--- src/rtl/lights_out_button_frontend.sv ---
// Button front-end for the 3x3 lights-out game: synchronize, debounce and
// reduce nine raw push-button lines to one-hot single-cycle press pulses.
module lights_out_button_frontend #(
  parameter int N_BUTTONS       = 9,
  parameter int DEBOUNCE_CYCLES = 65536
) (
  input  logic                 clk,
  input  logic                 rst,
  input  logic [N_BUTTONS-1:0] btn_raw,
  output logic [N_BUTTONS-1:0] btn_pulse,
  output logic                 multi_press,
  output logic                 held,
  output logic [7:0]           move_count
);

  localparam int              CNT_W   = $clog2(DEBOUNCE_CYCLES);
  localparam logic [CNT_W-1:0] CNT_MAX = CNT_W'(DEBOUNCE_CYCLES - 1);

  typedef enum logic {
    IDLE,
    WAIT_RELEASE
  } state_t;

  logic [N_BUTTONS-1:0] sy1, sy2, db;
  logic [CNT_W-1:0]     cnt [N_BUTTONS];

  state_t               state_q, state_d;
  logic [N_BUTTONS-1:0] pulse_d;
  logic                 multi_d;
  logic [7:0]           count_d;
  logic                 db_any, db_one_hot;

  // NOTE: sequential state uses non-blocking assignments only, so every flop
  // samples pre-edge values regardless of statement order.
  always_ff @(posedge clk) begin
    if (rst) begin
      sy1 <= '0;
      sy2 <= '0;
    end else begin
      sy1 <= btn_raw;
      sy2 <= sy1;
    end
  end

  // NOTE: the counter array is reset explicitly; a leftover count after reset
  // could otherwise accept a press before a full stable interval elapses.
  always_ff @(posedge clk) begin
    if (rst) begin
      db <= '0;
      for (int i = 0; i < N_BUTTONS; i++) cnt[i] <= '0;
    end else begin
      for (int i = 0; i < N_BUTTONS; i++) begin
        if (sy2[i] == db[i]) begin
          cnt[i] <= '0;
        end else if (cnt[i] == CNT_MAX) begin
          db[i]  <= sy2[i];
          cnt[i] <= '0;
        end else begin
          cnt[i] <= cnt[i] + 1'b1;
        end
      end
    end
  end

  assign db_any     = (db != '0);
  assign db_one_hot = db_any && ((db & (db - N_BUTTONS'(1))) == '0);

  // State register plus the registered outputs.
  always_ff @(posedge clk) begin
    if (rst) begin
      state_q     <= IDLE;
      btn_pulse   <= '0;
      multi_press <= 1'b0;
      move_count  <= '0;
    end else begin
      state_q     <= state_d;
      btn_pulse   <= pulse_d;
      multi_press <= multi_d;
      move_count  <= count_d;
    end
  end

  // NOTE: every combinational output gets a default first, so no path leaves
  // a variable unassigned and no latch is inferred.
  always_comb begin
    state_d = state_q;
    unique case (state_q)
      IDLE:         if (db_any)  state_d = WAIT_RELEASE;
      WAIT_RELEASE: if (!db_any) state_d = IDLE;
      default:                   state_d = IDLE;
    endcase
  end

  always_comb begin
    pulse_d = '0;
    multi_d = 1'b0;
    count_d = move_count;
    if (state_q == IDLE && db_any) begin
      if (db_one_hot) begin
        pulse_d = db;
        if (move_count != 8'd255) count_d = move_count + 8'd1;
      end else begin
        multi_d = 1'b1;
      end
    end
  end

  assign held = (state_q == WAIT_RELEASE);

endmodule

--- config.mk ---
export PLATFORM = sky130hd
export DESIGN_NAME = lights_out_button_frontend
export DESIGN_NICKNAME = d
export VERILOG_FILES = /design/src/rtl/lights_out_button_frontend.sv
export SDC_FILE = /design/constraint.sdc
export NUM_CORES = 1
export LEC_CHECK = 0
export CAP_MARGIN = 20
export CORE_MARGIN = 3
export CORE_UTILIZATION = 50
export CTS_BUF_LIST = sky130_fd_sc_hd__clkbuf_4
export DETAILED_ROUTE_END_ITERATION = 6
export DONT_BUFFER_PORTS = 1
export PLACE_DENSITY = 0.62
export SYNTH_ARGS = -nofsm -noshare
export SYNTH_HDL_FRONTEND = slang
export SYNTH_SLANG_ARGS = --single-unit
--- constraint.sdc ---
create_clock -name clk -period 3.8 [get_ports clk]
set_clock_uncertainty 0.2 [all_clocks]
set_input_delay 0.76 -clock clk [delete_from_list [all_inputs] [get_ports clk]]
set_output_delay 0.76 -clock clk [all_outputs]
set_load 0.1 [all_outputs]
== Word level (Yosys, flattened, before mapping) ==
Memories as Yosys holds them, arrays and structs flattened.
Index checks and enable logic that the tools add are counted.
Storage, ports and cells
  register bits: 46
  bits in latches: 0
  memory bits (writable): 144
  ROM bits: 0
  memories: 1
Memory list
  cnt: words 9, width 16, read ports 9, clocked after Yosys merged registers in 0, wr ports 9, RTL line 25  | logic [CNT_W-1:0] cnt [N_BUTTONS];
Cells by class
  add/subtract/negate cells: 11
  $mul: 0
  div/mod/pow operators: 0
  $lt $le $gt $ge: 0
  equal/unequal tests: 19
  shift-type cells: 0
  multiplexer cells: 130
  bitwise gates (word level): 40
  reduce and logical (&&, ||, !) cells: 16
Operators with widths (count)
  $mux W16: 27
  $add A16 B1 Y16 const B: 9
  $eq A16 B16 Y1 const B: 9
  $mux W1: 103
  $or A1 B1 Y1: 27
  $reduce_and A2 Y1: 9
  $not A1 Y1: 12
  $and A9 B9 Y9: 1
  $eq A1 B1 Y1: 9
  $logic_not A9 Y1: 1
  $reduce_bool A9 Y1: 1
  $sub A9 B1 Y9 const B: 1
  $add A8 B1 Y8 const B: 1
  $ne A8 B8 Y1 const B: 1
  $reduce_and A3 Y1: 1
  $reduce_or A3 Y1: 1
  $logic_and A1 B1 Y1: 2
  $reduce_or A2 Y1: 1

== Depth between registers and ports, before layout ==
Gate-level depths: netlist of the first run.
  depth after elaboration: 7
  depth in mapped cells: 9

== Least setup slack after synthesis of the first run ==
Ideal clock, no wire load.
  path kind: register -> register
  start: register db[3]
  end: register move_count[0]
  library setup time: 123 ps
  data arrival time: 2734 ps
  data required time: 3477 ps
  path slack: 743 ps
  stages on the path, launching flop included: 8
  buffers on the path: 1
  cell sequence: dfxtp_1 > or4_4 > or4_4 > or3b_1 > a32o_1 > clkbuf_1 > nor3_1 > mux2_1
On the way
  longest elaborated chain between the ends: 5
RTL lines
  start: declaration: RTL line 24  | logic [N_BUTTONS-1:0] sy1, sy2, db;
  start signal: indexed assignment: RTL line 56  | db[i] <= sy2[i];
  $sub A9 B1 Y9: RTL line 66  | assign db_one_hot = db_any && ((db & (db - N_BUTTONS'(1))) == '0);
  $and A9 B9 Y9: RTL line 66
  $logic_not A9 Y1: RTL line 66
  $logic_and A1 B1 Y1: RTL line 66
  $reduce_and A3 Y1 (no source line) *
  end signal: assignment: RTL line 79  | move_count <= count_d;
  end: declaration: RTL line 13  | output logic [7:0] move_count
Mark *: on every way between the ends. The rest lies on a longest branch, timed or not.
A chain may end at the register's enable or synchronous reset.

== Worst setup path after layout of the first run ==
  start: register db[3]
  end: register move_count[6]
Same word-level chain as after synthesis.

==> flow_summary_export.csv, run 1 <==
group,metric,value,unit
outcome,status,"completed",
yosys,synth_area_per_cell,10.6,µm²
timing,finalSetupViolCount,0,
die,die_h,141,µm
yosys,syn_area,9080,µm²
setup_path,path_common_cell,"or4_4",
setup_path,start_kind,"register",
setup_path,crit_buf_inv,0,
grt,overflow,0,
pwr,peakVddDrop,0.173,mV
clock_network,clkSinkCount,190,
setup_path,crit_slowest_cell,"or4_4",
clock_network,post-cts-setup-buffers,0,
setup_path,r2r_end,"move_count[6]$_SDFFE_PP0P_",
cells_and_area,final_cells,1240,
setup_path,arrival,3.60,ns
pwr,p_leak,3.71,nW
clock_network,tritoncts,"built",
place,gp_congestion,0.743,
detailed_routing,vias,5832,
yosys,synth_area_leader_cell,"edfxtp_1",
cells_and_area,final_area,10100,µm²
detailed_routing,drt_iter0_markers,200,
job,drv_cap,0,
place,portBuffers,0,
min_path,hold_depth,1,
grt,use_met2,0.248,
pwr,p_per_area,345,nW/µm²
yosys,synth_edf_count,144,
timing,period_needed,3.33,ns
yosys,synth_cell_types,40,
yosys,synth_top_area_share,0.476,
cells_and_area,fill_cells,1559,
cells_and_area,final_cell_mix,"187 x nor2_1, 144 x edfxtp_1, 144 x conb_1",
die,initial_core_util,0.518,
grt,grt_pass1_wl,25.2,mm
clock_network,clk_pin_slew,0.14,ns
clock_network,htreeDepth,4,
grt,antenna_found_initial,1,
timing,final-max-slew-violation-count,0,
yosys,synthCells,854,
cells_and_area,fin_nets,1022,
grt,busiest_layer,"met2",
setup_path,r2r_cells,6,
grt,grt_usage,0.157,
die,dieArea,19800,µm²
setup_path,rrSetupSlack,0.47,ns
clock_network,clk_latency,0.55,ns
detailed_routing,drt_pass1_iterations,4,
cells_and_area,area_growth,11.4,%
grt,use_met1,0.216,
setup_path,reg2reg_from,"db[3]$_SDFFE_PP0N_",
clock_network,root_buffer,"clkbuf_4",
timing,rsz0062_at_grt,"no",
die,ios,30,
detailed_routing,wire_per_inst,11.8,µm
setup_path,crit_family,"simple AND/OR/NAND/NOR gates",
yosys,ys_seq_area_frac,0.578,
setup_path,crit_type,"reg2reg",
cells_and_area,final_util,0.577,
timing,max_freq,300,MHz
min_path,hold_start,"rst",
setup_path,crit_chain,"or4_4 -> or4_4 -> or3b_1 -> a32o_1 -> or4_4 -> a221oi_2",
cells_and_area,drive_gt1_frac,0.0483,
setup_path,required,4.07,ns
timing,hold_viol,0,
grt,grt_pass1_vias,5470,
clock_network,cts_buffers,17,
timing,relSlewSlack,0.291,
grt,met3_usage,0.0332,
pwr,power,3.49,mW
detailed_routing,drc,0,
place,dpl.hpwl,10.4,mm
yosys,yosysWarnings,0,
place,place_area,9860,µm²
cells_and_area,final_common_cell,"nor2_1",
setup_path,endpoint_kind,"register",
die,row_count,48,
timing,tightest_slew,1.06,ns
die,die-width,141,µm
timing,period_share,0.876,
detailed_routing,viasPerCell,4.70,
min_path,hold_end,"sy1[3]$_SDFF_PP0_",
yosys,synth_top_flop_cell,"edfxtp_1",
timing,final.setup.tns,0,ns
die,core_area,17500,µm²
grt,grt_max_degree,39,
clock_network,clockBufferDepth,2,
min_path,hold_path.class,"in2reg",
detailed_routing,wl,14.6,mm
detailed_routing,ant_nets,0,
place,dpl.cell_count,1206,
yosys,synthTopCellsByArea,"edfxtp_1 48%, dfxtp_1 10%, xor2_1 7.9%",
setup_path,path_max_fanout,14,
yosys,ys_async_sr_fraction,0,
setup_path,critPathMaxStageDelay,0.57,ns
yosys,ys_ff_latch,190,
[cell families (layout without fill, tap and decap cells)]
group / count (synthesis) / in the layout / share of synthesized area
AO/OA/AOI/OAI: 25 / 25 / 0.0170
XOR/XNOR: 129 / 129 / 0.124
adder cells (fa/ha/maj): 11 / 11 / 0.0149
buffers and inverters: 45 / 62 / 0.0186
flip-flops: 190 / 190 / 0.578
multiplexers: 12 / 12 / 0.0136
other: 1 / 145 / 0.000413
AND/OR/NAND/NOR: 441 / 441 / 0.233
[through the flow]
step	setup slack (ns)	hold WS (ns)
floorplan	0.743	0.214
global placement	0.563	0.218
detailed placement	0.508	0.228
CTS	0.481	0.000267
global route	0.373	0.00103
finish	0.472	0.0699
[Yosys cell counts, types with 8 or more instances]
library cell,instances
nor2b_1,23
or2_2,8
nor3_1,16
nand3_1,57
and2_1,14
dfxtp_1,46
xnor2_1,47
and4_1,11
nor2_1,187
edfxtp_1,144
and3_1,20
nand4_1,18
clkbuf_1,22
xor2_1,82
ha_1,10
a21oi_1,10
mux2i_1,9
inv_1,23
nand2_1,59
[area by class of cell]
| type | count | area (µm²) | share of cell area |
|---|---|---|---|
| diodes | 1 | 2.50 | 0.000247 |
| clock inverters | 10 | 75.1 | 0.00742 |
| multi-input cells | 762 | 4200 | 0.415 |
| well taps | 225 | 282 | 0.0278 |
| flip-flops and latches | 190 | 5250 | 0.519 |
| repair buffers | 7 | 55.1 | 0.00544 |
| clock buffers | 22 | 165 | 0.0163 |
| inverters | 23 | 86.3 | 0.00854 |
[power by group]
part | internal [mW] | switching [mW]
registers | 2.30 | 0.0617
logic | 0.0531 | 0.0773
clock network | 0.351 | 0.644
[flip-flops by register name, indices dropped and copies added (netlist names)]
| register | count |
|---|---|
| multi_press | 1 |
| sy1 | 9 |
| db | 9 |
| cnt | 144 |
| held | 1 |
| move_count | 8 |
| btn_pulse | 9 |
| sy2 | 9 |
[how the worst max path moves through the flow]
stage	slack (ns)	start	to	cells past startpoint
2_1_floorplan	0.74	db[3]$_SDFFE_PP0N_	move_count[0]$_SDFFE_PP0P_	7
3_3_place_gp	0.56	db[3]$_SDFFE_PP0N_	move_count[6]$_SDFFE_PP0P_	6
3_5_place_dp	0.51	db[3]$_SDFFE_PP0N_	move_count[6]$_SDFFE_PP0P_	6
4_1_cts	0.48	db[3]$_SDFFE_PP0N_	move_count[6]$_SDFFE_PP0P_	6
5_1_grt	0.37	db[3]$_SDFFE_PP0N_	move_count[2]$_SDFFE_PP0P_	6
6_report	0.47	db[3]$_SDFFE_PP0N_	move_count[6]$_SDFFE_PP0P_	6
[layer usage]
metal	part of all wire	wire length, µm	vias to the layer above
met4	0.013	183	0
met3	0.023	340	11
li1	-	-	3088
met2	0.46	6760	38
met5	0	0	-
met1	0.50	7340	2695
[timing repair]
item                      in CTS  in global routing
gates resized for setup        0                  0
hold endpoints to repair       3                  0
hold buffers                   1                  0
(Power assumes the default switching activity.)
==> run 2: changes to the inputs <==
==> constraint.sdc (replaced) <==
create_clock -name clk -period 3.8 [get_ports clk]
set_clock_uncertainty 0.2 [all_clocks]
set_input_delay 1.14 -clock clk [delete_from_list [all_inputs] [get_ports clk]]
set_output_delay 1.14 -clock clk [all_outputs]
set_load 0.1 [all_outputs]
==> flow_summary_export.csv, run 2 (synthesized netlist as in run 1, its figures left out) <==
group,metric,value,unit
cells_and_area,fin_nets,1021,
grt,grt_max_degree,41,
outcome,status,"completed",
place,gp_congestion,0.746,
pwr,peakVddDrop,0.243,mV
cells_and_area,drive_gt1_frac,0.0484,
pwr,p_leak,3.76,nW
clock_network,postCtsHoldBufs,0,
min_path,hold_path.class,"reg2reg",
setup_path,r2r_end,"move_count[6]$_SDFFE_PP0P_",
grt,grt_usage,0.160,
grt,grt_pass1_wl,26.0,mm
cells_and_area,fill_cells,1571,
clock_network,cts_buffers,17,
clock_network,htreeDepth,4,
die,ios,30,
cells_and_area,area_growth,12.6,%
pwr,power,3.82,mW
grt,overflow,0,
setup_path,required,4.08,ns
timing,hold_viol,0,
clock_network,tritoncts,"built",
detailed_routing,wl,14.6,mm
cells_and_area,multi_input_area,4200,µm²
cells_and_area,largest_register,"cnt",
setup_path,arrival,3.57,ns
setup_path,r2r_cells,6,
grt,grt_pass1_vias,5659,
clock_network,root_buffer,"clkbuf_4",
setup_path,path_max_fanout,14,
setup_path,path_common_cell,"or4_4",
timing,finalSetupViolCount,0,
place,dpl.cell_count,1206,
setup_path,rrSetupSlack,0.51,ns
job,drv_cap,0,
setup_path,crit_type,"reg2reg",
timing,max_freq,304,MHz
cells_and_area,seqCellArea,5250,µm²
timing,final.setup.tns,0,ns
detailed_routing,vias,5826,
die,core_area,17500,µm²
min_path,hold_end,"sy2[3]$_SDFF_PP0_",
die,die_h,141,µm
clock_network,clockBufferDepth,2,
timing,tightest_slew,1.12,ns
clock_network,clk_latency,0.56,ns
setup_path,crit_chain,"or4_4 -> or4_4 -> or3b_1 -> a32o_1 -> or4_4 -> a221oi_2",
detailed_routing,wl_met2,6.78,mm
setup_path,endpoint_kind,"register",
die,dieArea,19800,µm²
detailed_routing,ant_nets,0,
timing,period_needed,3.29,ns
pwr,p_per_area,373,nW/µm²
cells_and_area,final_common_cell,"nor2_1",
detailed_routing,wl_met3,452,µm
detailed_routing,wl_met1,7.24,mm
detailed_routing,drt_pass1_iterations,4,
detailed_routing,drc,0,
detailed_routing,drt_iter0_markers,258,
timing,rsz0062_at_grt,"no",
clock_network,clk_pin_slew,0.14,ns
die,row_count,48,
detailed_routing,highest_layer,"met4",
clock_network,clkSinkCount,190,
setup_path,critPathMaxStageDelay,0.57,ns
cells_and_area,final_util,0.583,
place,portBuffers,0,
setup_path,crit_slowest_cell,"or4_4",
min_path,hold_depth,1,
setup_path,start_kind,"register",
clock_network,post-cts-setup-buffers,0,
cells_and_area,largest_register_ffs,144,
timing,period_share,0.866,
timing,relSlewSlack,0.253,
detailed_routing,wire_per_inst,11.8,µm
cells_and_area,final_cells,1239,
timing,final-max-slew-violation-count,0,
grt,antenna_found_initial,1,
detailed_routing,viasPerCell,4.70,
die,initial_core_util,0.518,
min_path,hold_start,"sy1[3]$_SDFF_PP0_",
cells_and_area,final_cell_mix,"187 x nor2_1, 144 x edfxtp_1, 144 x conb_1",
die,die-width,141,µm
place,dpl.hpwl,10.3,mm
setup_path,reg2reg_from,"db[3]$_SDFFE_PP0N_",
clock_network,cts_resized,0,
-- run 2: report_power, final --
part           switching [mW]  internal [mW]  total, mW  leakage (nW)
Combinational          0.0758         0.0525      0.128          1.71
Clock                   0.658          0.663       1.32         0.191
Sequential             0.0617           2.30       2.37          1.86
Total                   0.795           3.02       3.82          3.76
-- run 2: layout make-up --
| cell class | count | share of cell area |
|---|---|---|
| diodes | 1 | 0.000245 |
| clock buffers | 19 | 0.0140 |
| clock inverters | 13 | 0.0214 |
| inverters | 23 | 0.00845 |
| multi-input cells | 762 | 0.411 |
| flip-flops and latches | 190 | 0.513 |
| well taps | 225 | 0.0275 |
| repair buffers | 6 | 0.00441 |
-- run 2: worst max path at each step --
stage	end	slack (ns)	startpoint	depth (start not counted)
after floorplan	move_count[0]$_SDFFE_PP0P_	0.74	db[3]$_SDFFE_PP0N_	7
after global placement	move_count[6]$_SDFFE_PP0P_	0.56	db[3]$_SDFFE_PP0N_	6
after detailed placement	move_count[6]$_SDFFE_PP0P_	0.54	db[3]$_SDFFE_PP0N_	6
after CTS	move_count[6]$_SDFFE_PP0P_	0.52	db[3]$_SDFFE_PP0N_	6
after global routing	move_count[6]$_SDFFE_PP0P_	0.43	db[3]$_SDFFE_PP0N_	6
final	move_count[6]$_SDFFE_PP0P_	0.51	db[3]$_SDFFE_PP0N_	6
-- run 2: layer usage --
metal	GRT usage	vias up
li1	-	3087
met1	0.220	2684
met2	0.255	49
met3	0.0424	6
met4	0.0428	0
met5	0	-
-- run 2: through the flow --
| step | area, µm² | hold WS, ns | setup WS (ns) |
|---|---|---|---|
| after global placement | 9860 | 0.219 | 0.561 |
| final | 10200 | 0.243 | 0.511 |
| after floorplan | 9610 | 0.214 | 0.743 |
| after CTS | 10200 | 0.250 | 0.524 |
| after detailed placement | 9860 | 0.220 | 0.537 |
| after global routing | 10200 | 0.262 | 0.434 |
-- run 2: critical path, delay by kind of cell, from the launching register on --
| family | cells | cell delay [ns] |
|---|---|---|
| AOI/OAI and AO/OA | 2 | 0.68 |
| DFF | 1 | 0.38 |
| and+or+nand+nor | 4 | 1.95 |
